## src/rtl/pipe_stage_reg.sv

```systemverilog
`default_nettype none
// ============================================================================
//  Module      : pipe_stage_reg
//  Description : Parametrised pipeline boundary register with valid bit,
//                stall/flush control, multi-cycle scratch feedback and a
//                saturating bubble counter.
//  Revision    : 1.0 - initial release
// ============================================================================
module pipe_stage_reg #(
    parameter int                DATA_W    = 108,
    parameter logic [DATA_W-1:0] NOP_VALUE = {DATA_W{1'b0}},
    parameter int                STALL_W   = 6,
    parameter int                STAGE_IDX = 3,
    parameter int                TMP_W     = 64,
    parameter int                CNT_W     = 2,
    parameter int                PERF_W    = 16
) (
    input  logic                clk,
    input  logic                rst,
    input  logic [STALL_W-1:0]  stall,
    input  logic                flush,
    input  logic [DATA_W-1:0]   in_payload,
    input  logic                in_valid,
    output logic [DATA_W-1:0]   out_payload,
    output logic                out_valid,
    input  logic [TMP_W-1:0]    tmp_i,
    input  logic [CNT_W-1:0]    cnt_i,
    output logic [TMP_W-1:0]    tmp_o,
    output logic [CNT_W-1:0]    cnt_o,
    input  logic                perf_clr,
    output logic [PERF_W-1:0]   bubble_cnt
);

    localparam int               c_UP_IDX    = STAGE_IDX;
    localparam int               c_DN_IDX    = STAGE_IDX + 1;
    localparam logic [PERF_W-1:0] c_BCNT_MAX = {PERF_W{1'b1}};

    // The downstream stall bit must exist inside the stall vector.
    if (c_DN_IDX >= STALL_W) begin : g_bad_stage_idx
        $error("pipe_stage_reg: STAGE_IDX+1 must be below STALL_W");
    end

    logic               w_up;
    logic               w_dn;
    logic               w_do_flush;
    logic               w_do_bubble;
    logic               w_do_advance;
    logic               w_do_hold;

    logic [DATA_W-1:0]  r_payload;
    logic               r_valid;
    logic [TMP_W-1:0]   r_tmp;
    logic [CNT_W-1:0]   r_cnt;
    logic [PERF_W-1:0]  r_bubble_cnt;

    assign w_up = stall[c_UP_IDX];
    assign w_dn = stall[c_DN_IDX];

    // Mutually exclusive update modes; flush outranks every stall combination.
    assign w_do_flush   = flush;
    assign w_do_bubble  = !flush &&  w_up && !w_dn;
    assign w_do_advance = !flush && !w_up;
    assign w_do_hold    = !flush &&  w_up &&  w_dn;

    always_ff @(posedge clk) begin
        if (rst) begin
            r_payload <= NOP_VALUE;
            r_valid   <= 1'b0;
        end else if (w_do_flush || w_do_bubble) begin
            r_payload <= NOP_VALUE;
            r_valid   <= 1'b0;
        end else if (w_do_advance) begin
            r_payload <= in_valid ? in_payload : NOP_VALUE;
            r_valid   <= in_valid;
        end
    end

    // Scratch survives stalls so a multi-cycle op can resume, but is dropped
    // once the op advances or the pipe is cleared.
    always_ff @(posedge clk) begin
        if (rst) begin
            r_tmp <= '0;
            r_cnt <= '0;
        end else if (w_do_flush || w_do_advance) begin
            r_tmp <= '0;
            r_cnt <= '0;
        end else if (w_do_bubble || w_do_hold) begin
            r_tmp <= tmp_i;
            r_cnt <= cnt_i;
        end
    end

    always_ff @(posedge clk) begin
        if (rst || perf_clr) begin
            r_bubble_cnt <= '0;
        end else if (w_do_bubble && (r_bubble_cnt != c_BCNT_MAX)) begin
            r_bubble_cnt <= r_bubble_cnt + 1'b1;
        end
    end

    assign out_payload = r_payload;
    assign out_valid   = r_valid;
    assign tmp_o       = r_tmp;
    assign cnt_o       = r_cnt;
    assign bubble_cnt  = r_bubble_cnt;

endmodule
`default_nettype wire

```

## config.mk

```make
export PLATFORM = sky130hd
export DESIGN_NAME = pipe_stage_reg
export DESIGN_NICKNAME = d
export VERILOG_FILES = /design/src/rtl/pipe_stage_reg.sv
export SDC_FILE = /design/constraint.sdc
export NUM_CORES = 1
export LEC_CHECK = 0
export BUFFER_PORTS_ARGS = -buffer_cell sky130_fd_sc_hd__buf_2
export CORE_AREA = 2 2 145 147
export CTS_CLUSTER_DIAMETER = 60
export DETAILED_ROUTE_END_ITERATION = 8
export DIE_AREA = 0 0 147 149
export PLACE_DENSITY_LB_ADDON = 0.25
export SLEW_MARGIN = 20
export SYNTH_ARGS = -nofsm -noshare
export SYNTH_HDL_FRONTEND = slang
export SYNTH_SLANG_ARGS = --single-unit
```

## constraint.sdc

```tcl
create_clock -name clk -period 1.8 [get_ports clk]
set_clock_uncertainty 0.05 [all_clocks]
set_input_delay 0.18 -clock clk [delete_from_list [all_inputs] [get_ports clk]]
set_output_delay 0.18 -clock clk [all_outputs]
set_load 0.1 [all_outputs]
```

==> metrics.log <==
INFO  metric status = complete, no violations
INFO  metric stdcell_area = 11,290 sq um
INFO  metric drv_cap = 0
INFO  metric hpwl = ~15 mm
INFO  metric synth_mux_area_frac = 0
INFO  metric cp_max_fo = 8
INFO  metric tritoncts.num_buffers = 17
INFO  metric clock.fmax = roughly 610 MHz
INFO  metric synth.yosys.warnings = 0
INFO  metric num-nets-final = roughly 1,400
INFO  metric gr-usage-all-layers = 0.2023
INFO  metric setup.worst_path.class = reg -> reg
INFO  metric synth_cells = 730
INFO  metric grt_pass1_wl = between 30 and 40 mm
INFO  metric antenna_left = 0
INFO  metric finalSetupViolations = 0
INFO  metric die-width = approximately 150 um
INFO  metric power_density = around 860 nW/um^2
INFO  metric clk_transition_reported_paths = roughly 0.08 ns
INFO  metric finalWorstSetupSlack = 0.1647 ns
INFO  metric layout.cells.most_common = buf_2
INFO  metric design.portCount = about 380
INFO  metric drt_iter0_drc = 289
INFO  metric postSynthNetCount = 916
INFO  metric diodes = 0
INFO  metric synthSimpleGateAreaFrac = 0.2622
INFO  metric coreArea = around 20,000 sq um
INFO  metric synth-edff-count = 0
INFO  metric wl_final = between 20 and 25 mm
INFO  metric n_fill_cell = 1,801
INFO  metric clk-insertion-delay-late = 0.42 ns
INFO  metric grt_start_max_net_pins = 67
INFO  metric final-max-slew-violation-count = 0
INFO  metric synthFlopType = dfxtp_1
INFO  metric worst_setup_path_end_kind = flip-flop
INFO  metric clock_tree_from_tritoncts = done
INFO  metric share_of_synthesized_area_occupied_by_flip_flops_and_latches = 0.5802
INFO  metric synth_top_family_by_area = simple AND/OR/NAND/NOR gates
INFO  metric cts_max_level = 4
INFO  metric globalplace.congestion = approximately 0.76
INFO  metric postPlaceCellArea = slightly below 9000 sq um
INFO  metric utilization = 0.5491
INFO  metric rows = 53
INFO  metric clock_sinks = ~190
INFO  metric timing_worst_slew_pin_value = about 0.58 ns
INFO  metric via_count = around 7,200
INFO  metric detailedPlace.worstSlack = around 0.16 ns
INFO  metric portBuffers = ~370
INFO  metric number_of_antenna_violations_at_the_first_check_in_global_routing = 0
INFO  metric synth_cell_type_count = 39
INFO  metric critPathArrivalTime = slightly below 2 ns
INFO  metric route.detailed.vias_per_inst = approximately 4.7
INFO  metric grt_pass1_vias = around 7,100
INFO  metric timing.final.crit_share = 0.9085
INFO  metric worstSetupStartpointType = flip-flop
INFO  metric rsz0062_at_grt = false
INFO  metric cts.repair.resized = 0
INFO  metric drive_above_1_share = 0.3570
INFO  metric mostFrequentLayoutCells = buf_2 (370), dfxtp_1 (175), dlygate4sd3_1 (174), nand2_1 (119), a21oi_1 (119)
INFO  metric min_delay_path_class = in -> reg
INFO  metric hold_viol_final = 0
INFO  metric synth_async_sr_flop_share = 0
INFO  metric synth-compound-area-share = 0.1189
INFO  metric drt_first_pass_iters = 4
INFO  metric die_y = 149 um
INFO  metric worstPathRequired = about 2.1 ns
INFO  metric final_period_minus_worst_setup_slack = 1.635 ns
INFO  metric netlist_area = about 6600 sq um
INFO  metric leakage = between 5 and 6 nW
INFO  metric clockBufferDepth = 2
INFO  metric floorplan.die_area = ~22,000 sq um
INFO  metric route.detailed.drc = 0
INFO  metric synth-xor-area-share = 0
INFO  metric overflow = 0
INFO  metric syn-mean-instance-area = 9.027 sq um
INFO  metric vdd_drop_max = approximately 600 uV
INFO  metric slew_headroom = 0.6105
INFO  metric ys_ff_latch = between 150 and 200
INFO  metric cts.root.buffer_cell = clkbuf_16
INFO  metric post_synth_fa_ha_maj_area_fraction = 0.001899
INFO  metric wire_per_inst = around 15 um
INFO  metric area_growth = 71.29%
INFO  metric floorplan.initialDensity = 0.3206
-- final cells by class --
type                    count  area [sq um]  share of cell area
flip-flops and latches    191          3876              0.3434
well taps                 275         344.1             0.03048
multi-input cells         481          2556              0.2264
repair buffers            565          3889              0.3445
clock inverters            14         183.9             0.01629
clock buffers              18         439.2             0.03890
-- cells by family (layout without fill, tap and decap cells) --
kind of cell | Yosys count | after routing
buffers and inverters | 58 | 597
AND/OR/NAND/NOR | 337 | 337
AO/OA/AOI/OAI | 143 | 143
adder cells (fa/ha/maj) | 1 | 1
flip-flops | 191 | 191
-- Yosys cell counts (2+ instances only) --
cell,number,area [sq um]
nand4_1,2,12.51
or3_1,5,31.28
a21oi_1,119,595.6
buf_1,2,7.510
nand2_1,119,446.7
and4_1,2,17.52
nand3_1,115,575.6
and3_1,4,25.02
o311ai_1,4,35.03
buf_6,2,22.52
o21ai_0,2,10.01
clkbuf_1,46,172.7
or4_1,3,22.52
nor2_1,5,18.77
a211oi_1,3,22.52
o41ai_1,4,35.03
nor3_1,3,15.01
nor4_4,2,42.54
and2_1,67,419.2
buf_2,8,40.04
dfxtp_1,191,3824
o31ai_1,3,22.52
a31oi_1,3,18.77
-- sequential cells by signal, summed over array words and instances (netlist names) --
register	flops
out_payload	108
tmp_o	64
bubble_cnt	16
cnt_o	2
out_valid	1
-- path summary, 6_finish.rpt --
check / startpoint / to / slack (ns) / cells past startpoint
min reg2reg: out_payload[52]$_SDFFE_PP0P_ / out_payload[52]$_SDFFE_PP0P_ / 0.40 / 2
min: in_valid / out_payload[60]$_SDFFE_PP0P_ / 0.03 / 3
max: bubble_cnt[0]$_SDFFE_PP0P_ / bubble_cnt[8]$_SDFFE_PP0P_ / 0.16 / 5
max reg2reg: bubble_cnt[0]$_SDFFE_PP0P_ / bubble_cnt[8]$_SDFFE_PP0P_ / 0.16 / 5
-- power breakdown --
group          switching [mW]  leakage, nW  internal, mW
sequential             0.0239         1.56          4.27
clock                    1.88        0.305          2.06
combinational           0.905         3.21         0.550
-- per-stage QoR --
stage                     std cells  hold WS, ns  total power [mW]   TNS, ns
after floorplan                 730       0.2517             5.147  -0.01840
after global placement         1338       0.3284             5.532         0
after detailed placement       1338       0.3315             5.537         0
after CTS                      1544     0.007590             9.817         0
after global routing           1544      0.01166             10.08         0
final                          1544      0.03471             9.686         0
-- worst max-delay path: stages (launching register included) --
cell	delay [ns]
dfxtp_4	0.38
ha_4	0.15
and3_1	0.26
nand2_4	0.10
or4_1	0.50
a21oi_1	0.14
-- timing repair --
item,CTS,global route
buffers inserted,0,0
hold buffers,174,0
endpoints found under the hold margin,174,0
endpoints found under the setup margin,0,0
-- routing by layer --
metal | up-vias | share of wire | GRT usage
li1 | 3556 | - | -
met1 | 3324 | 0.39 | 0.2250
met2 | 274 | 0.52 | 0.3613
met3 | 46 | 0.066 | 0.06300
met4 | 0 | 0.030 | 0.08125
met5 | - | 0 | 0
No activity file was read; power rests on OpenSTA's default activity.
